[src/rtl/sudoku_check_dp_if.sv]
// Board-read and check-request bus between the game controller and sudoku_check_dp.
// master = checker datapath side, slave = controller/board-memory side.
interface sudoku_check_dp_if #(
    parameter int VAL_W  = 4,
    parameter int ADDR_W = 7
) ();
    logic              check_flag;
    logic              rd_en;
    logic [ADDR_W-1:0] rd_addr;
    logic [VAL_W-1:0]  rd_data;
    logic              busy;
    logic              done;
    logic              solved;
    logic [1:0]        err_type;
    logic [3:0]        err_idx;

    modport master (
        input  check_flag, rd_data,
        output rd_en, rd_addr, busy, done, solved, err_type, err_idx
    );

    modport slave (
        output check_flag, rd_data,
        input  rd_en, rd_addr, busy, done, solved, err_type, err_idx
    );
endinterface

[src/rtl/sudoku_check_dp.sv]
// Sudoku board checker: sweeps rows, columns and boxes (243 reads) and reports a held verdict.
// Optional macro CHK_EARLY_EXIT_EN stops issuing reads at the first failing cell.
module sudoku_check_dp #(
    parameter int VAL_W  = 4,
    parameter int ADDR_W = 7
) (
    input logic              clka,
    input logic              restart,
    sudoku_check_dp_if.master bus
);
    typedef enum logic [1:0] {IDLE, ISSUE, DRAIN, FINISH} state_t;

    localparam logic [1:0] GT_ROW   = 2'd0;
    localparam logic [1:0] GT_COL   = 2'd1;
    localparam logic [1:0] GT_BOX   = 2'd2;
    localparam logic [1:0] ERR_NONE = 2'd3;

    // Constant tables replace x/3 and x%3 for the box address mapping.
    function automatic logic [3:0] div3(input logic [3:0] x);
        case (x)
            4'd0, 4'd1, 4'd2: div3 = 4'd0;
            4'd3, 4'd4, 4'd5: div3 = 4'd1;
            default:          div3 = 4'd2;
        endcase
    endfunction

    function automatic logic [3:0] mod3(input logic [3:0] x);
        case (x)
            4'd0, 4'd3, 4'd6: mod3 = 4'd0;
            4'd1, 4'd4, 4'd7: mod3 = 4'd1;
            default:          mod3 = 4'd2;
        endcase
    endfunction

    state_t      state_q, state_d;
    logic        flag_q;
    logic [1:0]  gtype_q, gtype_d;
    logic [3:0]  gidx_q, gidx_d, eidx_q, eidx_d;
    logic        vld_p1_q;
    logic [1:0]  gtype_p1_q;
    logic [3:0]  gidx_p1_q, eidx_p1_q;
    logic [8:0]  seen_q, seen_d;
    logic        fail_q, fail_d;
    logic [1:0]  capt_type_q, capt_type_d;
    logic [3:0]  capt_idx_q, capt_idx_d;
    logic        solved_q, solved_d;
    logic [1:0]  err_type_q, err_type_d;
    logic [3:0]  err_idx_q, err_idx_d;

    logic              start, last_issue, beat_bad;
    logic [3:0]        row, col, box_base;
    logic [ADDR_W-1:0] cell_addr;
    logic [8:0]        onehot, seen_base;

    assign start      = bus.check_flag && !flag_q && (state_q == IDLE);
    assign last_issue = (gtype_q == GT_BOX) && (gidx_q == 4'd8) && (eidx_q == 4'd8);

    // Stage p0: address generation from the sweep counters.
    always_comb begin
        row      = 4'd0;
        col      = 4'd0;
        box_base = div3(gidx_q);
        case (gtype_q)
            GT_ROW: begin row = gidx_q; col = eidx_q; end
            GT_COL: begin row = eidx_q; col = gidx_q; end
            default: begin
                row = (box_base << 1) + box_base + div3(eidx_q);
                col = (mod3(gidx_q) << 1) + mod3(gidx_q) + mod3(eidx_q);
            end
        endcase
        cell_addr = ADDR_W'({row, 3'b000}) + ADDR_W'(row) + ADDR_W'(col);
    end

    assign bus.rd_en    = (state_q == ISSUE);
    assign bus.rd_addr  = (state_q == ISSUE) ? cell_addr : '0;
    assign bus.busy     = (state_q == ISSUE) || (state_q == DRAIN);
    assign bus.done     = (state_q == FINISH);
    assign bus.solved   = solved_q;
    assign bus.err_type = err_type_q;
    assign bus.err_idx  = err_idx_q;

    // Stage p1: returning cell checked against its tagged group's seen mask.
    always_comb begin
        onehot = 9'd0;
        if (bus.rd_data != '0 && bus.rd_data <= VAL_W'(9))
            onehot = 9'b1 << (bus.rd_data - VAL_W'(1));
        seen_base = (eidx_p1_q == 4'd0) ? 9'd0 : seen_q;
        beat_bad  = vld_p1_q && ((onehot == 9'd0) || ((seen_base & onehot) != 9'd0));
        seen_d    = vld_p1_q ? (seen_base | onehot) : seen_q;

        fail_d      = fail_q;
        capt_type_d = capt_type_q;
        capt_idx_d  = capt_idx_q;
        if (start) begin
            fail_d = 1'b0;
        end else if (beat_bad && !fail_q) begin
            fail_d      = 1'b1;
            capt_type_d = gtype_p1_q;
            capt_idx_d  = gidx_p1_q;
        end
    end

    always_comb begin
        state_d    = state_q;
        gtype_d    = gtype_q;
        gidx_d     = gidx_q;
        eidx_d     = eidx_q;
        solved_d   = solved_q;
        err_type_d = err_type_q;
        err_idx_d  = err_idx_q;
        case (state_q)
            IDLE: begin
                if (start) begin
                    state_d    = ISSUE;
                    gtype_d    = GT_ROW;
                    gidx_d     = 4'd0;
                    eidx_d     = 4'd0;
                    solved_d   = 1'b0;
                    err_type_d = ERR_NONE;
                    err_idx_d  = 4'd0;
                end
            end
            ISSUE: begin
                if (eidx_q == 4'd8) begin
                    eidx_d = 4'd0;
                    if (gidx_q == 4'd8) begin
                        gidx_d  = 4'd0;
                        gtype_d = gtype_q + 2'd1;
                    end else begin
                        gidx_d = gidx_q + 4'd1;
                    end
                end else begin
                    eidx_d = eidx_q + 4'd1;
                end
                if (last_issue) state_d = DRAIN;
`ifdef CHK_EARLY_EXIT_EN
                if (beat_bad) state_d = DRAIN;
`endif
            end
            DRAIN: begin
                // Verdict includes the beat arriving this cycle so it is valid alongside done.
                state_d    = FINISH;
                solved_d   = !fail_d;
                err_type_d = fail_d ? capt_type_d : ERR_NONE;
                err_idx_d  = fail_d ? capt_idx_d : 4'd0;
            end
            default: state_d = IDLE;
        endcase
    end

    always_ff @(posedge clka) begin
        if (restart) begin
            state_q    <= IDLE;
            flag_q     <= 1'b0;
            gtype_q    <= GT_ROW;
            gidx_q     <= 4'd0;
            eidx_q     <= 4'd0;
            vld_p1_q   <= 1'b0;
            fail_q     <= 1'b0;
            solved_q   <= 1'b0;
            err_type_q <= ERR_NONE;
            err_idx_q  <= 4'd0;
        end else begin
            state_q    <= state_d;
            flag_q     <= bus.check_flag;
            gtype_q    <= gtype_d;
            gidx_q     <= gidx_d;
            eidx_q     <= eidx_d;
            vld_p1_q   <= (state_q == ISSUE);
            fail_q     <= fail_d;
            solved_q   <= solved_d;
            err_type_q <= err_type_d;
            err_idx_q  <= err_idx_d;
        end
    end

    always_ff @(posedge clka) begin
        gtype_p1_q  <= gtype_q;
        gidx_p1_q   <= gidx_q;
        eidx_p1_q   <= eidx_q;
        seen_q      <= seen_d;
        capt_type_q <= capt_type_d;
        capt_idx_q  <= capt_idx_d;
    end
endmodule

[src/flat_wrapper.sv]
// flat-port wrapper written by rule: the top's interface ports become plain ports
module sudoku_check_dp_flat 
#(
    parameter int VAL_W  = 4,
    parameter int ADDR_W = 7
)
  (clka, restart, bus_check_flag, bus_rd_data, bus_rd_en, bus_rd_addr, bus_busy, bus_done, bus_solved, bus_err_type, bus_err_idx);
  sudoku_check_dp_if #(.VAL_W(VAL_W), .ADDR_W(ADDR_W)) bus_i ();
  input logic clka;
  input logic restart;
  input wire logic [$bits(bus_i.check_flag)-1:0] bus_check_flag;
  input wire logic [$bits(bus_i.rd_data)-1:0] bus_rd_data;
  output wire logic [$bits(bus_i.rd_en)-1:0] bus_rd_en;
  output wire logic [$bits(bus_i.rd_addr)-1:0] bus_rd_addr;
  output wire logic [$bits(bus_i.busy)-1:0] bus_busy;
  output wire logic [$bits(bus_i.done)-1:0] bus_done;
  output wire logic [$bits(bus_i.solved)-1:0] bus_solved;
  output wire logic [$bits(bus_i.err_type)-1:0] bus_err_type;
  output wire logic [$bits(bus_i.err_idx)-1:0] bus_err_idx;
  assign bus_i.check_flag = bus_check_flag;
  assign bus_i.rd_data = bus_rd_data;
  assign bus_rd_en = bus_i.rd_en;
  assign bus_rd_addr = bus_i.rd_addr;
  assign bus_busy = bus_i.busy;
  assign bus_done = bus_i.done;
  assign bus_solved = bus_i.solved;
  assign bus_err_type = bus_i.err_type;
  assign bus_err_idx = bus_i.err_idx;
  sudoku_check_dp #(.VAL_W(VAL_W), .ADDR_W(ADDR_W)) u_core (.clka(clka), .restart(restart), .bus(bus_i));
endmodule
[config.mk]
export PLATFORM = sky130hd
export DESIGN_NAME = sudoku_check_dp_flat
export DESIGN_NICKNAME = d
export VERILOG_FILES = /design/src/rtl/sudoku_check_dp_if.sv /design/src/rtl/sudoku_check_dp.sv /design/src/flat_wrapper.sv
export SDC_FILE = /design/constraint.sdc
export NUM_CORES = 1
export LEC_CHECK = 0
export CAP_MARGIN = 20
export CORE_MARGIN = 5
export CORE_UTILIZATION = 45
export DETAILED_ROUTE_END_ITERATION = 12
export PLACE_DENSITY = 0.77
export SETUP_SLACK_MARGIN = 0.05
export SLEW_MARGIN = 20
export SYNTH_ARGS = -nofsm -noshare
export SYNTH_HDL_FRONTEND = slang
export SYNTH_SLANG_ARGS = --single-unit
[constraint.sdc]
create_clock -name clka -period 12.28 [get_ports clka]
set_input_delay 1.842 -clock clka [delete_from_list [all_inputs] [get_ports clka]]
set_output_delay 1.842 -clock clka [all_outputs]
set_load 0.005 [all_outputs]
==> Yosys cells after proc, flatten, opt, wreduce, memory -nomap -nowiden <==
Cells that the tools add are included.
Widths: inputs -> output; s select.
{ "classes": {"n_lt_le_gt_ge": 1, "shift": 1, "muxes": 38, "bitwise": 2, "addsub": 10, "n_reduce_logical": 36, "eq_ne": 25} }
{ "ops": {"columns": ["cell", "n"], "rows": [
  ["$mux 4", 10],
  ["$pmux 4 s2", 5],
  ["$eq 4x3->1 const B", 8],
  ["$pmux 2 s2", 6],
  ["$reduce_or 3->1", 8],
  ["$mux 2", 9],
  ["$mux 9", 2],
  ["$eq 4x2->1 const B", 4],
  ["$add 7x4->7", 2],
  ["$add 4x4->4", 3],
  ["$logic_not 4->1", 3],
  ["$and 9x9->9", 1],
  ["$logic_not 9->1", 1],
  ["$or 9x9->9", 1],
  ["$reduce_bool 9->1", 1],
  ["$shl 1x4->9 const A", 1],
  ["$add 4x1->4 const B", 2],
  ["$eq 4x1->1 const B", 2],
  ["$eq 4x4->1 const B", 2],
  ["$ne 2x1->1 const B", 4],
  ["$logic_and 1x1->1", 7],
  ["$mux 7", 1],
  ["$eq 2x2->1 const B", 3],
  ["$pmux 2 s3", 1],
  ["16 further kinds", 26]
]} }
{ "totals": {"input_bits": 7, "out_inout_bits": 17, "regBits": 47, "wordCells": 129} }

==> Logic depth before layout (Yosys ltp) <==
Gate-level depths: netlist of run 1.
{ "logic_depth": {"depth_word": 12, "mapped_depth": 18, "ltp_nobuf": 18} }

==> Worst setup path after synthesis of run 1 <==
No wires, ideal clock.
{ "synth_path": {"kind": "flip-flop to output port", "from": "reg u_core.gidx_q[0]", "to": "out bus_rd_addr[6]", "path_stages_with_launch": 18, "slack_ns": 6.810, "t_arrival_ns": 3.628, "n_path_buf": 0, "path_cell_list": "dfxtp_1 inv_1 ha_1 nor2_1 a211oi_1 fa_1 ha_1 fa_1 nand2_1 nand2_1 ha_1 ha_1 a21o_1 a21oi_1 nor2b_1 o21ai_0 xnor2_1 nor2_1"} }
{ "synth_between": {"elab_chain_cells": 9} }
{ "synth_rtl": {"columns": ["element", "line_no", "source"], "rows": [
  ["from (decl)", "sudoku_check_dp.sv:38", "logic [3:0] gidx_q, gidx_d, eidx_q, eidx_d;"],
  ["from (signal assigned)", "sudoku_check_dp.sv:167", "gidx_q <= gidx_d;"],
  ["$eq 4x3->1, or another cell as far along", "sudoku_check_dp.sv:20", "case (x)"],
  ["$reduce_or 3->1 (on tied branches)", "sudoku_check_dp.sv:20, sudoku_check_dp.sv:28", null],
  ["$pmux 2 s2 (on tied branches)", "sudoku_check_dp.sv:20, sudoku_check_dp.sv:28", null],
  ["$add 3x2->4 or $mux 4 (tied branches)", "sudoku_check_dp.sv:67, sudoku_check_dp.sv:63", null],
  ["$add 4x4->4 (on tied branches)", "sudoku_check_dp.sv:67, sudoku_check_dp.sv:68", null],
  ["$pmux 4 s2 or $add 4x4->4 (tied branches)", "sudoku_check_dp.sv:63, sudoku_check_dp.sv:68", null],
  ["$add 7x4->7 or $pmux 4 s2 (tied branches)", "sudoku_check_dp.sv:71, sudoku_check_dp.sv:63", null],
  ["$add 7x4->7 *", "sudoku_check_dp.sv:71", "cell_addr = ADDR_W'({row, 3'b000}) + ADDR_W'(row) + ADDR_W'(col);"],
  ["$mux 7 *", "sudoku_check_dp.sv:75", "assign bus.rd_addr = (state_q == ISSUE) ? cell_addr : '0;"],
  ["to (decl)", "flat_wrapper.sv:14", "output wire logic [$bits(bus_i.rd_addr)-1:0] bus_rd_addr;"]
]} }
Every way passes the cells marked *; elsewhere a longest branch is shown, timed or not. The select of a mux whose other input is x is not followed.

==> Worst setup path in the final report of run 1 <==
{ "layout_path": {"from": "reg u_core.gidx_q[1]", "to": "out bus_rd_addr[6]"} }
Same word-level chain as after synthesis.

==> impl_metrics.ini, run 1 <==
[run_status]
status = complete, no violations

[critical_path]
crit_path_end_kind = output port
critPathRequiredTime_ns = 10.44
critical_path_class = register to output port
endpoint = bus_rd_addr[6]
reg2reg_depth = 6
crit_fanout = 8
rrSetupSlack_ns = 9.65
regToRegStartpoint = u_core.eidx_p1_q[1]
startpoint_type = register
crit_arrival_ns = 4.73
r2r-end = u_core.bus.err_type[1]
crit_path_start = u_core.gidx_q[1]

[clocking]
cts_sinks = 47
cts_buffers = 5
cts_hold_buf = 0
cts_tree = built
clk_pin_slew_worst_paths_ns = 0.08
post_cts_buffers = 0
cts-root-buf = clkbuf_8
cts_resized = 0
worstSkewPairLatency_ns = 0.29
htree_levels = 2
clock_path_buffers = 2

[grt]
grt_busiest_layer = met2
use_met2 = 0.250
grt_max_degree = 17
grt-ovfl-total = 0
grt_pass1_vias = 2019
antenna_found_initial = 0
track_usage = 0.147
met1_usage = 0.190
grt_pass1_wl_um = 9110
met3_usage = 0.0254

[floorplan]
die_area_um2 = 7720
start_util = 0.461
core_area_um2 = 5920
rows = 28
die_width_um = 87.9
die_h_um = 87.9
ioPinCount = 24

[sta]
clock_skew_ns = 0.00640
tns_ns = 0
rsz0062_at_grt = false
fin_crit_sh = 0.535
fmax_mhz = 152
hold_viol = 0
slew_headroom = 0.540
period_needed_ns = 6.57
tightest_slew_ns = 0.690
setup-violations-final = 0
final_max_slew_viol_count = 0

[cells_and_area]
mostFrequentLayoutCells = dfxtp_1 (38), nor2_1 (32), ha_1 (27), clkdlybuf4s50_1 (23), nand2_1 (19)
diodes = 0
drive_gt1_frac = 0.0633
syn_to_final_growth_pct = 13.7
final_cells = 375
fin_nets = 339
final_common_cell = dfxtp_1

[synth]
synth-seq-area-share = 0.378
synth_top_area_frac = 0.279
syn_area_um2 = 2730
synth_cell_types = 48
ys_top_cells_by_area = dfxtp_1 (28%), ha_1 (12%), edfxtp_1 (9.9%), fa_1 (4.4%), nor2_1 (4.4%)
synth-seq-cells = 47
synth_edf_count = 9
synth_nets = 322
synth_largest_area_cell = dfxtp_1
synth_top_flop_cell = dfxtp_1
synth_area_per_cell_um2 = 9.68
ys_warn_count = 0
async_reset_ff_frac = 0
synth_cells = 282

[detailed_routing]
wirelength_um = 5340
drc = 0
wl_per_cell_um = 14.2
drt_iter0_drc = 106
firstDrtPassIters = 4
viasPerCell = 5.51
vias = 2066
ant_nets = 0

[placed_design]
place.gp.congestion = 0.789
portBuffers = 23
numPlacedInstances = 367
dp_hpwl_um = 4110

[job]
drv_cap = 0

[power]
power.total_mw = 0.463
switching_share = 0.342
power_leakage_nw = 1.36
p_sw_mw = 0.158
powerDensity_nw_per_um2 = 149
combPwrFrac = 0.344
power_frac_clock = 0.238
seqPwrFrac = 0.418
p_int_mw = 0.304
ir_worst_vdd_v = 0.0000657

[hold_path]
hold_path.class = register to register
[worst min path at each step]
stage	cells past startpoint	endpoint	start	slack (ns)
floorplan	0	u_core.eidx_p1_q[3]	u_core.eidx_q[3]	0.33
global placement	0	u_core.gtype_p1_q[1]	u_core.gtype_q[1]	0.38
detailed placement	0	u_core.gtype_p1_q[1]	u_core.gtype_q[1]	0.39
CTS	0	u_core.gtype_p1_q[1]	u_core.gtype_q[1]	0.40
global route	0	u_core.gtype_p1_q[1]	u_core.gtype_q[1]	0.41
finish	0	u_core.gtype_p1_q[1]	u_core.gtype_q[1]	0.40
[registers in the layout, summed over array words and instances (netlist names)]
register,count
u_core.bus.err_idx,4
u_core.fail_q,1
u_core.bus.err_type,2
u_core.gtype_q,2
u_core.eidx_q,4
u_core.gidx_q,4
u_core.capt_idx_q,4
u_core.gidx_p1_q,4
u_core.vld_p1_q,1
u_core.state_q,2
u_core.bus.solved,1
u_core.gtype_p1_q,2
u_core.flag_q,1
u_core.seen_q,9
u_core.capt_type_q,2
u_core.eidx_p1_q,4
[through the flow]
step / setup slack, ns / hold slack (ns) / util / cell area, um2
2_1_floorplan: 6.81 / 0.329 / - / 2730
3_3_place_gp: 6.10 / 0.382 / 0.506 / 3000
3_5_place_dp: 5.99 / 0.387 / 0.506 / 3000
4_1_cts: 5.65 / 0.399 / 0.525 / 3110
5_1_grt: 5.29 / 0.412 / 0.525 / 3110
6_report: 5.71 / 0.400 / 0.525 / 3110
[cell families (layout without fill, tap and decap cells)]
family          after synthesis  count (layout)  synth area share
compound gates               64              64             0.183
xor+xnor                      6               6            0.0193
fa+ha+maj                    33              33             0.168
buf+inv                      30              48            0.0445
flops                        47              47             0.378
mux                          11              11            0.0435
simple gates                 91              91             0.164
[layer usage]
| layer | routed length, um | share of wire |
|---|---|---|
| met5 | 0 | 0 |
| met4 | 77 | 0.014 |
| met3 | 192 | 0.036 |
| met2 | 2550 | 0.48 |
| met1 | 2510 | 0.47 |
[power by group through the flow]
stage	sequential, mW	clock, mW	combinational, mW
6_report	0.194	0.110	0.159
5_1_grt	0.196	0.118	0.179
4_1_cts	0.194	0.113	0.161
3_5_place_dp	0.197	0	0.159
3_3_place_gp	0.196	0	0.155
2_1_floorplan	0.192	0	0.119
[worst max-delay path, cell delays in order (launching register included)]
cell             delay [ns]
dfxtp_1                0.47
ha_1                   0.30
nor2_1                 0.08
a211oi_1               0.43
fa_1                   0.48
ha_1                   0.22
fa_1                   0.43
nand2_1                0.07
nand2_1                0.05
ha_1                   0.34
ha_1                   0.30
a21o_1                 0.15
a21oi_1                0.16
nor2b_1                0.07
o21ai_0                0.20
xnor2_1                0.09
nor2_1                 0.09
clkdlybuf4s50_1        0.51
[cell usage after synthesis, types with 3 or more instances]
library cell / count
a211oi_1: 4
a21o_1: 5
a21oi_1: 11
a22o_1: 11
a22oi_1: 7
a41o_1: 3
and2_1: 3
and3_1: 4
clkbuf_1: 11
dfxtp_1: 38
edfxtp_1: 9
fa_1: 6
ha_1: 27
inv_1: 17
mux2_2: 7
mux2i_1: 4
nand2_1: 19
nand2b_1: 5
nand3_1: 4
nand3b_1: 3
nor2_1: 32
nor2b_1: 7
nor3_1: 3
o21ai_0: 7
xnor2_1: 3
xor2_1: 3
[cell type report]
cell class | instances | area [um2]
sequential | 47 | 1030
tap | 75 | 93.8
timing repair buffer | 23 | 230
fill | 539 | 2820
clock buffer | 6 | 72.6
multi-input combinational | 205 | 1580
clock inverter | 2 | 36.3
inverter | 17 | 63.8
No activity file was read; power rests on OpenSTA's default activity.
==> run 2: changes to the inputs <==
==> constraint.sdc (replaced) <==
create_clock -name clka -period 6.39 [get_ports clka]
set_input_delay 0.9585 -clock clka [delete_from_list [all_inputs] [get_ports clka]]
set_output_delay 0.9585 -clock clka [all_outputs]
set_load 0.005 [all_outputs]
==> results of run 2 <==
The final DEF is identical to that of run 1. Status: complete, no violations.
Main changes from that run: setup slack after placement 5.99 ns -> 0.981 ns; setup slack after layout 5.71 ns -> 0.699 ns; register-to-register setup slack 9.65 ns -> 3.76 ns; total power 0.463 mW -> 0.889 mW; worst IR drop on VDD 0.0000657 V -> 0.000126 V
